## src/rtl/mult_pkg.sv

```systemverilog
// Shared definitions for the pipelined signed/unsigned multiplier.
// The per-stage payload is {neg, partial magnitude}; its width follows the
// operand width, so the packed struct itself is declared in the top module
// from payload_width(); the package provides the sizing helpers and the
// slot state encoding used by every register slice.
package mult_pkg;

    localparam int MIN_STAGES = 2;

    // Full product width for w-bit operands.
    function automatic int prod_width(input int w);
        return 2 * w;
    endfunction

    // Bits in one stage payload: negate flag plus partial magnitude.
    function automatic int payload_width(input int w);
        return 1 + prod_width(w);
    endfunction

    typedef enum logic {
        SLOT_EMPTY = 1'b0,
        SLOT_FULL  = 1'b1
    } slot_state_t;

endpackage

```

## src/rtl/pipelined_signed_multiplier_if.sv

```systemverilog
// Producer/consumer bus of the multiplier: operand handshake in, product
// handshake out, plus an activity indicator.
interface pipelined_signed_multiplier_if
    import mult_pkg::*;
#(
    parameter int WIDTH = 32
) ();

    logic                         in_valid;
    logic                         in_ready;
    logic [WIDTH-1:0]             a;
    logic [WIDTH-1:0]             b;
    logic                         signed_mode;
    logic                         out_valid;
    logic                         out_ready;
    logic [prod_width(WIDTH)-1:0] product;
    logic                         busy;

    modport master (
        output in_valid, a, b, signed_mode, out_ready,
        input  in_ready, out_valid, product, busy
    );

    modport slave (
        input  in_valid, a, b, signed_mode, out_ready,
        output in_ready, out_valid, product, busy
    );

endinterface

```

## src/rtl/mult_pipe_slice.sv

```systemverilog
// One elastic register slice. It accepts whenever it is empty or its own
// content leaves this cycle, so bubbles collapse under downstream stalls.
// Data and valid are registered; ready is combinational from downstream.
module mult_pipe_slice
    import mult_pkg::*;
#(
    parameter int PW = 8
) (
    input  logic          clk,
    input  logic          reset,
    input  logic          in_valid,
    output logic          in_ready,
    input  logic [PW-1:0] in_data,
    output logic          out_valid,
    input  logic          out_ready,
    output logic [PW-1:0] out_data
);

    slot_state_t   state_r;
    logic [PW-1:0] data_r;
    logic          ready_s;

    // Slice can take new content when empty or when its content drains now.
    always_comb begin
        ready_s = 1'b0;
        if (state_r == SLOT_EMPTY) begin
            ready_s = 1'b1;
        end else begin
            ready_s = out_ready;
        end
    end

    // Load from upstream when ready; otherwise hold data and state.
    always_ff @(posedge clk or negedge reset) begin
        if (!reset) begin
            state_r <= SLOT_EMPTY;
            data_r  <= '0;
        end else if (ready_s) begin
            if (in_valid) begin
                state_r <= SLOT_FULL;
                data_r  <= in_data;
            end else begin
                state_r <= SLOT_EMPTY;
            end
        end
    end

    assign in_ready  = ready_s;
    assign out_valid = (state_r == SLOT_FULL);
    assign out_data  = data_r;

endmodule

```

## src/rtl/pipelined_signed_multiplier.sv

```systemverilog
// Elastic, fully pipelined WIDTH x WIDTH multiplier with per-transaction
// signed/unsigned selection. Stage 0 holds operand magnitudes and the
// result sign, stage 1 forms the unsigned magnitude product, and the last
// stage re-applies the sign. With STAGES = 2 the multiply and the sign fix
// share the last stage. Accept-to-output latency is STAGES cycles.
module pipelined_signed_multiplier
    import mult_pkg::*;
#(
    parameter int WIDTH  = 32,
    parameter int STAGES = 3
) (
    input  logic                         clk,
    input  logic                         reset,
    pipelined_signed_multiplier_if.slave bus
);

    localparam int PW = prod_width(WIDTH);
    localparam logic [WIDTH-1:0] ONE_W = {{(WIDTH-1){1'b0}}, 1'b1};
    localparam logic [PW-1:0]    ONE_P = {{(PW-1){1'b0}}, 1'b1};

    // In stage 0 the magnitude field carries {mag_a, mag_b}; from stage 1 on
    // it carries the (eventually signed) 2*WIDTH-bit product.
    typedef struct packed {
        logic          neg;
        logic [PW-1:0] mag;
    } stage_payload_t;

    localparam int SW = $bits(stage_payload_t);

    // Unsigned product of the two operand magnitudes held in stage 0.
    function automatic stage_payload_t multiply_mags(input stage_payload_t p);
        stage_payload_t res;
        res.neg = p.neg;
        res.mag = {{WIDTH{1'b0}}, p.mag[PW-1:WIDTH]} * {{WIDTH{1'b0}}, p.mag[WIDTH-1:0]};
        return res;
    endfunction

    // Two's-complement negate when the sign flag is set; zero stays zero.
    function automatic stage_payload_t apply_sign(input stage_payload_t p);
        stage_payload_t res;
        res.neg = p.neg;
        if (p.neg) begin
            res.mag = ~p.mag + ONE_P;
        end else begin
            res.mag = p.mag;
        end
        return res;
    endfunction

    stage_payload_t    op_payload_s;
    logic [WIDTH-1:0]  mag_a_s;
    logic [WIDTH-1:0]  mag_b_s;
    logic              neg_s;
    logic [STAGES-1:0] valid_vec_s;
    stage_payload_t    last_s;
    logic              unused_neg_s;

    // Operand conditioning: magnitudes and result sign for stage 0.
    always_comb begin
        mag_a_s = bus.a;
        mag_b_s = bus.b;
        neg_s   = 1'b0;
        if (bus.signed_mode) begin
            neg_s = bus.a[WIDTH-1] ^ bus.b[WIDTH-1];
            if (bus.a[WIDTH-1]) begin
                mag_a_s = ~bus.a + ONE_W;
            end else begin
                mag_a_s = bus.a;
            end
            if (bus.b[WIDTH-1]) begin
                mag_b_s = ~bus.b + ONE_W;
            end else begin
                mag_b_s = bus.b;
            end
        end else begin
            neg_s   = 1'b0;
            mag_a_s = bus.a;
            mag_b_s = bus.b;
        end
        op_payload_s.neg = neg_s;
        op_payload_s.mag = {mag_a_s, mag_b_s};
    end

    for (genvar k = 0; k < STAGES; k++) begin : g_stage
        stage_payload_t din_s;
        stage_payload_t dout_s;
        logic           up_valid_s;
        logic           valid_s;
        logic           ready_s;
        logic           down_ready_s;

        if (k == 0) begin : g_operands
            assign up_valid_s = bus.in_valid;
            assign din_s      = op_payload_s;
        end else if (k == 1 && k == STAGES - 1) begin : g_mul_sign
            assign up_valid_s = g_stage[k-1].valid_s;
            assign din_s      = apply_sign(multiply_mags(g_stage[k-1].dout_s));
        end else if (k == 1) begin : g_mul
            assign up_valid_s = g_stage[k-1].valid_s;
            assign din_s      = multiply_mags(g_stage[k-1].dout_s);
        end else if (k == STAGES - 1) begin : g_sign
            assign up_valid_s = g_stage[k-1].valid_s;
            assign din_s      = apply_sign(g_stage[k-1].dout_s);
        end else begin : g_carry
            assign up_valid_s = g_stage[k-1].valid_s;
            assign din_s      = g_stage[k-1].dout_s;
        end

        if (k == STAGES - 1) begin : g_tail
            assign down_ready_s = bus.out_ready;
        end else begin : g_link
            assign down_ready_s = g_stage[k+1].ready_s;
        end

        mult_pipe_slice #(
            .PW (SW)
        ) u_slice (
            .clk       (clk),
            .reset     (reset),
            .in_valid  (up_valid_s),
            .in_ready  (ready_s),
            .in_data   (din_s),
            .out_valid (valid_s),
            .out_ready (down_ready_s),
            .out_data  (dout_s)
        );

        assign valid_vec_s[k] = valid_s;
    end

    assign last_s       = g_stage[STAGES-1].dout_s;
    assign unused_neg_s = last_s.neg;

    assign bus.in_ready  = g_stage[0].ready_s;
    assign bus.out_valid = g_stage[STAGES-1].valid_s;
    assign bus.product   = last_s.mag;
    assign bus.busy      = |valid_vec_s;

endmodule
```

## src/flat_wrapper.sv

```systemverilog
// flat-port wrapper written by rule: the top's interface ports become plain ports
module pipelined_signed_multiplier_flat import mult_pkg::*;
#(
    parameter int WIDTH  = 32,
    parameter int STAGES = 3
)
  (clk, reset, bus_in_valid, bus_a, bus_b, bus_signed_mode, bus_out_ready, bus_in_ready, bus_out_valid, bus_product, bus_busy);
  pipelined_signed_multiplier_if #(.WIDTH(WIDTH)) bus_i ();
  input  logic clk;
  input  logic reset;
  input wire logic [$bits(bus_i.in_valid)-1:0] bus_in_valid;
  input wire logic [$bits(bus_i.a)-1:0] bus_a;
  input wire logic [$bits(bus_i.b)-1:0] bus_b;
  input wire logic [$bits(bus_i.signed_mode)-1:0] bus_signed_mode;
  input wire logic [$bits(bus_i.out_ready)-1:0] bus_out_ready;
  output wire logic [$bits(bus_i.in_ready)-1:0] bus_in_ready;
  output wire logic [$bits(bus_i.out_valid)-1:0] bus_out_valid;
  output wire logic [$bits(bus_i.product)-1:0] bus_product;
  output wire logic [$bits(bus_i.busy)-1:0] bus_busy;
  assign bus_i.in_valid = bus_in_valid;
  assign bus_i.a = bus_a;
  assign bus_i.b = bus_b;
  assign bus_i.signed_mode = bus_signed_mode;
  assign bus_i.out_ready = bus_out_ready;
  assign bus_in_ready = bus_i.in_ready;
  assign bus_out_valid = bus_i.out_valid;
  assign bus_product = bus_i.product;
  assign bus_busy = bus_i.busy;
  pipelined_signed_multiplier #(.WIDTH(WIDTH), .STAGES(STAGES)) u_core (.clk(clk), .reset(reset), .bus(bus_i));
endmodule
```

## config.mk

```make
export PLATFORM = sky130hd
export DESIGN_NAME = pipelined_signed_multiplier_flat
export DESIGN_NICKNAME = d
export VERILOG_FILES = /design/src/rtl/mult_pkg.sv /design/src/rtl/pipelined_signed_multiplier_if.sv /design/src/rtl/mult_pipe_slice.sv /design/src/rtl/pipelined_signed_multiplier.sv /design/src/flat_wrapper.sv
export SDC_FILE = /design/constraint.sdc
export NUM_CORES = 2
export LEC_CHECK = 0
export CAP_MARGIN = 20
export CORE_MARGIN = 10
export CORE_UTILIZATION = 50
export CTS_BUF_LIST = sky130_fd_sc_hd__clkbuf_8
export CTS_CLUSTER_DIAMETER = 200
export DETAILED_ROUTE_END_ITERATION = 8
export GPL_ROUTABILITY_DRIVEN = 0
export PLACE_DENSITY = 0.81
export SETUP_SLACK_MARGIN = 0.15
export SLEW_MARGIN = 10
export SYNTH_ARGS = -nofsm -noshare
export SYNTH_HDL_FRONTEND = slang
export SYNTH_HIERARCHICAL = 1
export SYNTH_SLANG_ARGS = --single-unit
```

## constraint.sdc

```tcl
create_clock -name clk -period 8.2 [get_ports clk]
set_input_delay 1.64 -clock clk [delete_from_list [all_inputs] [get_ports clk]]
set_output_delay 1.64 -clock clk [all_outputs]
set_load 0.1 [all_outputs]
```

==> impl_metrics.tcl <==
set metrics [dict create \
    setup_ws_ps 275.1 \
    drive_gt1_share_pct 11.44 \
    drt_wl_total_um 113200 \
    grt_start_max_net_pins 99 \
    final_util_pct 55.19 \
    postCtsHoldBufs 0 \
    fin_crit_sh_pct 96.65 \
    drc 0 \
    finClkSkew_ps 36.06 \
    cts.sink_count 197 \
    cp_common_cell "fa_1" \
    worstSetupEndpointType "register" \
    worstPathBufferInverterCount 3 \
    final_max_slew_viol_count 0 \
    firstDrtPassIters 6 \
    worstPathCellList "buf_4 > buf_6 > nand2_1 > fa_1 > inv_1 > fa_1 > fa_1 > fa_2 > fa_1 > fa_1 > fa_1 > fa_1 > ha_4 > a21o_1 > o21bai_1 > a221o_1 > a221oi_4 > a21oi_4 > o21ai_2 > nand2b_1 > and4_1 > or3_1 > xor2_1 > mux2_4" \
    rsz0062_at_grt "no" \
    overflow 0 \
    clkTransAtPathRegs_ps 130 \
    vias_per_cell 5.516 \
    postRouteAntennaNets 0 \
    insertion_delay_ps 560 \
    io_pins 136 \
    grt_pass1_vias 34990 \
    cts_root_buf "clkbuf_8" \
    cts_made_buffers 17 \
    rows 108 \
    initialDrtViolationCount 2150 \
    status "completed" \
    syn_avg_cell_area_um2 9.821 \
    grt_pass1_wl_um 182100 \
    wire_per_inst_um 19.68 \
    dp_hpwl_um 91880 \
    area_growth_pct 9.184 \
    yosys_warnings 6 \
    initial_utilization_pct 50.55 \
    fin_nets 5815 \
    track_usage_pct 22.83 \
    htree_num_levels 4 \
    die_w_um 316.6 \
    dpl_worst_slack_ps -102.9 \
    start_kind "register" \
    die_area_um2 100200 \
    cpLargestDelayFamily "adder cells" \
    crit_type "reg2reg" \
    antenna_found_initial 3 \
    syn-num-nets 5710 \
    tightest_slew_ps 1165 \
    fmax_mhz 126.2 \
    cap_violations 0 \
    cp.arrival_ps 8360 \
    io_buffer_count 135 \
    final_hold_viol_count 0 \
    core_area_um2 87020 \
    cp_max_fo 14 \
    die_h_um 316.6 \
    cp_slowest_cell "fa_1" \
    ctsLongestPathBuffers 2 \
    required_ps 8640 \
    setup_violations 0 \
    slew_headroom_pct 22.33 \
    cts_tree "built" \
    min_path_type "reg2reg" \
    netlist_area_um2 43990 \
    crit_path_max_incr_delay_ps 620 \
    fin_crit_ps 7925 \
    vias 31730 \
    syn_inst 4479 \
]
## sequential cells by signal, indices dropped and copies added, names as in the netlist
register / flops
u_core/g_stage.u_slice/out_data: 194
u_core/g_stage.u_slice/out_valid: 3
## metrics by stage
stage	hold WS (ps)	area (um2)	instances	TNS (ps)
finish	518.1	48030	5753	0
global route	530.8	48030	5753	0
CTS	521.8	47420	5725	0
floorplan	474.9	43990	4479	0
global placement	489.2	46970	5692	0
detailed placement	490.6	46970	5692	-158.7
## cells in the final DEF (no fill, tap or decap), types with 8 or more instances in the layout
master,count
fa_1,891
inv_1,870
and2_1,640
nand2_1,479
ha_1,260
buf_4,170
dfrtp_1,156
mux2_4,150
clkdlybuf4s50_1,134
xnor2_1,131
a21oi_1,85
o21ai_0,60
nor2_1,54
xor2_1,53
mux2_2,44
dfrtp_2,40
o31ai_1,31
a21o_1,29
nor3_1,19
clkbuf_8,18
nand3_1,16
nor4_1,15
o21bai_1,14
nand2b_1,14
o41ai_1,14
buf_12,14
nand4_1,13
or4_1,13
or3_1,12
o21a_1,9
and3_1,8
## layout make-up
| class | instances | area [um2] |
|---|---|---|
| Clock inverter | 15 | 173.9 |
| Fill cell | 7284 | 38990 |
| Clock buffer | 17 | 234.0 |
| Inverter | 870 | 3266 |
| Multi-Input combinational cell | 3169 | 34840 |
| Tap cell | 1155 | 1445 |
| Sequential cell | 197 | 4984 |
| Antenna cell | 1 | 2.502 |
| Timing Repair Buffer | 329 | 3083 |
## final timing paths
kind | startpoint | to | slack (ps) | cells after the start
min reg2reg | u_core/g_stage[2].u_slice/out_data[11] | u_core/g_stage[2].u_slice/out_data[11] | 520 | 1
min in group asynchronous | reset | u_core/g_stage[0].u_slice/out_data[27] | 1120 | 1
max | u_core/g_stage[0].u_slice/out_data[41] | u_core/g_stage[1].u_slice/out_data[61] | 280 | 24
max reg2reg | u_core/g_stage[0].u_slice/out_data[41] | u_core/g_stage[1].u_slice/out_data[61] | 280 | 24
max in group asynchronous | reset | u_core/g_stage[2].u_slice/out_data[21] | 5710 | 2
min | u_core/g_stage[2].u_slice/out_data[11] | u_core/g_stage[2].u_slice/out_data[11] | 520 | 1
## what timing repair did
item                                    4_1_cts  5_1_grt
endpoints found under the setup margin        5       20
buffers inserted                              1       23
cloned                                        0        4
pin swaps                                     0       22
gates resized for setup                      20       86
## routing by layer
metal	vias up	wire length (um)	track usage, %	share of wire [%]
li1	13670	-	-	-
met1	16390	40590	26.34	36
met2	1281	58830	40.51	52
met3	388	6608	2.949	5.8
met4	2	7191	13.11	6.4
met5	-	12	0	0.011
Power is left out: the tool's default activity adds up to more than one toggle a clock period on the data nets, which glitch-free logic cannot reach.
